$ cat src/rtl/mem_arbiter.sv
`timescale 1ns/1ps
// mem_arbiter: byte-serial RAM port shared by instruction fetch and LSB.
// Define RVC_FETCH_EN to end a fetch after 2 bytes on a 16-bit opcode.
module mem_arbiter (
  input  logic        clk_in,
  input  logic        rst_n_in,
  input  logic        rdy_in,
  input  logic        clear,
  input  logic [7:0]  mem_din,
  output logic [7:0]  mem_dout,
  output logic [31:0] mem_a,
  output logic        mem_wr,
  input  logic        if_enable,
  input  logic [31:0] if_addr,
  output logic        inst_ready,
  output logic [31:0] inst_val,
  output logic        is_c,
  input  logic        lsb_req,
  input  logic        lsb_wr,
  input  logic [1:0]  lsb_width,
  input  logic [31:0] lsb_addr,
  input  logic [31:0] lsb_wdata,
  output logic        lsb_done,
  output logic [31:0] lsb_rdata
);

  typedef enum logic [1:0] {
    IDLE,
    FETCH,
    LOAD,
    STORE
  } state_t;

  state_t      r_state;
  logic [1:0]  r_k;
  logic [1:0]  r_last;
  logic [1:0]  r_drain;
  logic [31:0] r_addr;
  logic [31:0] r_wdata;
  logic [31:0] r_buf;
  logic [31:0] r_inst;
  logic [31:0] r_rdata;
  logic        r_lsb_last;
`ifdef RVC_FETCH_EN
  logic        r_cflag;
`endif

  logic        w_if_ok;
  logic        w_lsb_ok;
  logic        w_pick_lsb;
  logic        w_grant;
  logic        w_rd;
  logic        w_issue;
  logic        w_fin;
  logic        w_back;
  logic        w_cap;
  logic [1:0]  w_cap_idx;
  logic        w_if_done;
  logic        w_ld_done;
  logic        w_st_done;
`ifdef RVC_FETCH_EN
  logic        w_rvc_short;
`endif

  // clear blocks new fetches and loads but lets a store through
  assign w_if_ok    = if_enable & ~clear;
  assign w_lsb_ok   = lsb_req & (lsb_wr | ~clear);
  assign w_pick_lsb = w_lsb_ok & (~w_if_ok | ~r_lsb_last);
  assign w_grant    = w_if_ok | w_lsb_ok;

  // r_drain: 0 = issuing addresses, 1 = last read byte, 2 = done cycle
  assign w_rd    = (r_state == FETCH) | (r_state == LOAD);
  assign w_issue = (r_state != IDLE) & (r_drain == 2'd0);
  assign w_fin   = (r_state != IDLE) & (r_drain == 2'd2);

  // while paused, re-present the address whose byte is still owed
  assign w_back    = w_rd & w_issue & ~rdy_in & (r_k != 2'd0);
  assign w_cap     = w_rd & rdy_in &
                     ((w_issue & (r_k != 2'd0)) | (r_drain == 2'd1));
  assign w_cap_idx = (r_drain == 2'd1) ? r_k : r_k - 2'd1;

`ifdef RVC_FETCH_EN
  assign w_rvc_short = (r_state == FETCH) & w_issue &
                       (r_k == 2'd2) & (r_buf[1:0] != 2'b11);
`endif

  assign w_if_done = (r_state == FETCH) & w_fin & rdy_in & ~clear;
  assign w_ld_done = (r_state == LOAD) & w_fin & rdy_in & ~clear;
  assign w_st_done = (r_state == STORE) & w_fin & rdy_in;

  assign mem_a    = (r_state == IDLE) ? 32'd0 :
                    r_addr + {30'd0, r_k} - {31'd0, w_back};
  assign mem_wr   = (r_state == STORE) & w_issue & rdy_in;
  assign mem_dout = ((r_state == STORE) & w_issue) ?
                    r_wdata[{r_k, 3'b000} +: 8] : 8'd0;

  assign inst_ready = w_if_done;
  assign inst_val   = w_if_done ? r_buf : r_inst;
`ifdef RVC_FETCH_EN
  assign is_c       = w_if_done & r_cflag;
`else
  assign is_c       = 1'b0;
`endif
  assign lsb_done   = w_ld_done | w_st_done;
  assign lsb_rdata  = w_ld_done ? r_buf : r_rdata;

  // arbitration, byte sequencing and read-data assembly
  always_ff @(posedge clk_in or negedge rst_n_in) begin
    if (!rst_n_in) begin
      r_state    <= IDLE;
      r_k        <= 2'd0;
      r_last     <= 2'd0;
      r_drain    <= 2'd0;
      r_addr     <= 32'd0;
      r_wdata    <= 32'd0;
      r_buf      <= 32'd0;
      r_inst     <= 32'd0;
      r_rdata    <= 32'd0;
      r_lsb_last <= 1'b1;
`ifdef RVC_FETCH_EN
      r_cflag    <= 1'b0;
`endif
    end else if (rdy_in) begin
      if (w_cap) r_buf[{w_cap_idx, 3'b000} +: 8] <= mem_din;
      if (w_if_done) r_inst <= r_buf;
      if (w_ld_done) r_rdata <= r_buf;
      unique case (r_state)
        IDLE: begin
          if (w_grant) begin
            r_k        <= 2'd0;
            r_drain    <= 2'd0;
            r_buf      <= 32'd0;
            r_lsb_last <= w_pick_lsb;
`ifdef RVC_FETCH_EN
            r_cflag    <= 1'b0;
`endif
            if (w_pick_lsb) begin
              r_addr  <= lsb_addr;
              r_wdata <= lsb_wdata;
              r_last  <= (lsb_width == 2'b00) ? 2'd0 :
                         (lsb_width == 2'b01) ? 2'd1 : 2'd3;
              r_state <= lsb_wr ? STORE : LOAD;
            end else begin
              r_addr  <= if_addr;
              r_last  <= 2'd3;
              r_state <= FETCH;
            end
          end
        end
        FETCH, LOAD: begin
          if (clear) begin
            r_state <= IDLE;
            r_drain <= 2'd0;
            r_k     <= 2'd0;
`ifdef RVC_FETCH_EN
          end else if (w_rvc_short) begin
            r_drain <= 2'd2;
            r_cflag <= 1'b1;
`endif
          end else if (w_issue) begin
            if (r_k == r_last) r_drain <= 2'd1;
            else r_k <= r_k + 2'd1;
          end else if (r_drain == 2'd1) begin
            r_drain <= 2'd2;
          end else begin
            r_state <= IDLE;
            r_drain <= 2'd0;
            r_k     <= 2'd0;
          end
        end
        STORE: begin
          if (w_issue) begin
            if (r_k == r_last) r_drain <= 2'd2;
            else r_k <= r_k + 2'd1;
          end else begin
            r_state <= IDLE;
            r_drain <= 2'd0;
            r_k     <= 2'd0;
          end
        end
        default: r_state <= IDLE;
      endcase
    end
  end

endmodule
$ cat config.mk
export PLATFORM = sky130hd
export DESIGN_NAME = mem_arbiter
export DESIGN_NICKNAME = d
export VERILOG_FILES = /design/src/rtl/mem_arbiter.sv
export SDC_FILE = /design/constraint.sdc
export NUM_CORES = 1
export LEC_CHECK = 0
export CORE_MARGIN = 1.5
export CORE_UTILIZATION = 51
export CTS_CLUSTER_DIAMETER = 120
export DETAILED_ROUTE_END_ITERATION = 7
export GPL_ROUTABILITY_DRIVEN = 0
export PLACE_DENSITY = 0.81
export SKIP_CTS_REPAIR_TIMING = 1
export SKIP_LAST_GASP = 1
export SLEW_MARGIN = 20
export SYNTH_ARGS = -nofsm -noshare
export SYNTH_HDL_FRONTEND = slang
export SYNTH_SLANG_ARGS = --single-unit
$ cat constraint.sdc
create_clock -name clk_in -period 5.62 [get_ports clk_in]
set_input_delay 1.124 -clock clk_in [delete_from_list [all_inputs] [get_ports clk_in]]
set_output_delay 1.124 -clock clk_in [all_outputs]
set_load 0.03 [all_outputs]
==> results.md <==
* Result of the run: complete, no violations
* Crit path max fanout at 4
* Worst Hold Endpoint: r_inst[27]
* Mux contribution to synthesized area at 0.168
* Final sum of negative setup slack at 0 ns
* GR Util All Layers at 0.258
* Post-Synth XOR/XNOR Area at 0.0215
* Final nets at 1,379
* PortBufs at 219
* Synth Area per Inst at 9.73 µm²
* Met3 track utilization from global routing at 0.0452
* Inserted Clock Buffers at 17
* Number of vias per cell at 5.53
* Area post-placement at 0.0121 mm²
* Critical Path Sink Type: output pin
* CP Class: reg2out
* Vias in the first global route at 8,322
* Combined area of the multi-input logic cells at 0.00517 mm²
* Synth Area in Adders at 0.0583
* Warning count from the yosys run at 0
* Proportion of synthesized flip-flops having asynchronous set or reset at 1.00
* Clock skew at 0.0138 ns
* Count of nets left with antenna violations after detail routing at 0
* Final-layout worst hold slack at 0.471 ns
* Reg2Reg Capture Point: r_wdata[4]
* Transition at the pin with the smallest max-transition slack at 0.763 ns
* Main synth FF type: sky130_fd_sc_hd__dfrtp_1
* Final hold violations at 0
* Leakage power total at 6.53 nW
* Total setup violations reported at the end of the flow at 0
* Worst IR Drop VDD at 280 µV
* Worst Min Path Start: r_inst[27]
* Number of levels in the clock H-tree at 4
* Largest family of logic cells by synthesized area: multiplexers
* Standard cell core area at 0.0188 mm²
* Power density relative to cell area at 563 mW/mm²
* Clock slew seen by the registers of the worst setup and hold paths at 0.07 ns
* I/O pin count at 221
* Leftover overflow at the end of global routing at 0
* Net count after synthesis at 1,163
* Vertical extent of the die at 142 µm
* Starting DRT DRC Count at 479
* Chain of cells forming the critical path: inv_1, ha_1, nor3_1, and3_1, ha_1, inv_1, ha_1, a21oi_1, nor3b_2, o21ai_1, a21boi_2, or2_2, a21oi_1, mux2_2, clkdlybuf4s50_1
* Sink Count at 169
* Maximum number of pins on one net before global-route repair at 83
* Area growth syn-to-layout at 30.6%
* Yosys reg bits at 169
* Worst slew slack as a fraction of its limit at 0.491
* Share of the yosys chip area belonging to registers at 0.432
* DR pass1 iterations at 5
* Effective utilization at floorplan at 0.521
* Critical Path RT at 4.50 ns
* Number of cells on the worst reg-to-reg path at 9
* Final max-slew violation count at 0
* Unrepaired setup endpoints after global routing: false
* Post-Synthesis Cells at 1,005
* Highest-delay cell along the critical path: sky130_fd_sc_hd__clkdlybuf4s50_1
* Number of rows in the core area at 50
* Number of max-cap violations at 0
* Most frequent cell on the critical path: sky130_fd_sc_hd__ha_1
* Fin crit period at 5.24 ns
* Met1 track demand over resource in global routing at 0.308
* Clk Tree Root Cell: sky130_fd_sc_hd__clkbuf_16
* Die area at 0.0200 mm²
* Combined flip-flop and latch cell area at 0.00423 mm²
* Final std cell area, no fill at 0.0128 mm²
* Number of synthesized flops with an enable pin at 0
* Number of antenna diodes at 0
* Yosys cell types at 67
* WHS Path Cells at 2
* Summed instance area of the synthesized netlist at 0.00978 mm²
* Kind of start point of the critical path: register
* Cell count after placement at 1,434
* Initial antenna violation count at 1
* Layer with the highest usage: met2
* Clock tree from TritonCTS: built
* Buffers from clock root to sink, at most at 2
* First-pass GRT wire length at 40.7 mm
* Share of the synthesized area in compound gates (AO/OA/AOI/OAI) at 0.125
* Vias at 8,118
* Filler cell count at 1,484
* Post-route non-filler standard cell count at 1,468
* Setup slack of the worst register-to-register path at 2.74 ns
* Post-detail-place hpwl at 18.5 mm
* Detailed Route WL at 25.4 mm
* Floorplan die width at 142 µm
* Fraction of layout instances using a drive strength above 1 at 0.200
* Max Clk Rate at 191 MHz
* Reg2Reg Launch Point: r_state[0]
* Fraction of met2 tracks used by global routing at 0.457
* Data arrival time of the worst path at 4.11 ns
* Final worst-path cycle share at 0.932
* DRC violation count after routing at 0
* Classification of the worst-slack hold path: reg2reg
* Routed WL per cell at 17.3 µm
* Insertion delay of the later-clocked pin in the worst-skew pair at 0.43 ns
* Post-synthesis simple-gate area fraction at 0.151
* Critical path's largest stage delay at 0.59 ns
-- cell type report --
type / count / share of cell area
flip-flops and latches: 169 / 0.331
clock buffers: 17 / 0.0333
inverters: 54 / 0.0159
well taps: 234 / 0.0229
clock inverters: 15 / 0.0174
repair buffers: 242 / 0.175
multi-input cells: 737 / 0.404
-- metal layers --
metal	up-vias	wire, µm
met4	2	768
met2	258	12900
met3	55	1410
li1	3908	-
met1	3895	10300
met5	-	12
-- kinds of logic after synthesis --
group                    count (synthesis)
flip-flops                             169
buffers and inverters                   99
other                                    1
adder cells (fa/ha/maj)                 45
XOR/XNOR                                24
multiplexers                           142
AND/OR/NAND/NOR                        337
AO/OA/AOI/OAI                          188
-- state kept, by name, summed over array words and instances, names as in the netlist --
| register | flops |
|---|---|
| r_k | 2 |
| r_addr | 32 |
| r_rdata | 32 |
| r_state | 2 |
| r_drain | 2 |
| r_buf | 32 |
| r_wdata | 32 |
| r_lsb_last | 1 |
| r_inst | 32 |
| r_last | 2 |
-- through the flow --
stage	util	total power, W	setup WS [ns]
floorplan	-	0.00460	0.502
global placement	0.643	0.00576	-0.0136
detailed placement	0.643	0.00584	-0.130
CTS	0.678	0.00712	-0.174
global route	0.681	0.00765	0.0773
finish	0.681	0.00719	0.382
-- how the worst max path moves through the flow --
stage	slack, ns	start	cells after the start	endpoint
floorplan	0.50	rdy_in	14	mem_a[20]
global placement	-0.01	rdy_in	15	mem_a[30]
detailed placement	-0.13	rdy_in	15	mem_a[30]
CTS	-0.17	rdy_in	15	mem_a[30]
global route	0.08	r_state[0]	15	mem_a[13]
finish	0.38	r_state[0]	15	mem_a[13]
-- cells in the final DEF (no fill, tap or decap), drive strengths merged, types with 12 or more instances in the layout --
master / instances
a21oi: 41
mux2i: 33
a22o: 32
mux2: 101
a21o: 13
nor2: 49
clkbuf: 17
clkdlybuf4s50: 160
nor3: 13
o21ai: 60
buf: 79
nand3: 14
and3: 18
xor2: 14
ha: 44
inv: 62
nor2b: 12
dfrtp: 168
nand2: 213
-- Yosys cell counts, drive strengths merged, types with 14 or more instances --
cell | instances | area, µm²
nand2 | 213 | 800
clkbuf | 24 | 100
and3 | 18 | 114
mux2i | 33 | 330
mux2 | 101 | 1140
xor2 | 14 | 123
o21ai | 60 | 304
nand3 | 14 | 70.1
inv | 54 | 203
nor2 | 49 | 186
a22o | 32 | 280
dfrtp | 168 | 4200
a21oi | 41 | 209
ha | 44 | 551
buf | 21 | 123
-- critical path: cells and delay by family, from the launching register on --
kind | cells | cell delay [ns]
AND/OR/NAND/NOR | 4 | 0.83
buffers and inverters | 3 | 0.75
AO/OA/AOI/OAI | 4 | 0.72
adder cells (fa/ha/maj) | 3 | 0.63
flip-flops | 1 | 0.41
multiplexers | 1 | 0.35
-- power breakdown --
part / leakage (nW) / internal (W) / switching (W)
logic: 3.98 / 0.00175 / 0.00249
clock network: 0.312 / 0.000694 / 0.000570
registers: 2.24 / 0.00149 / 0.000204
total: 6.53 / 0.00393 / 0.00327
(Power assumes the default switching activity.)
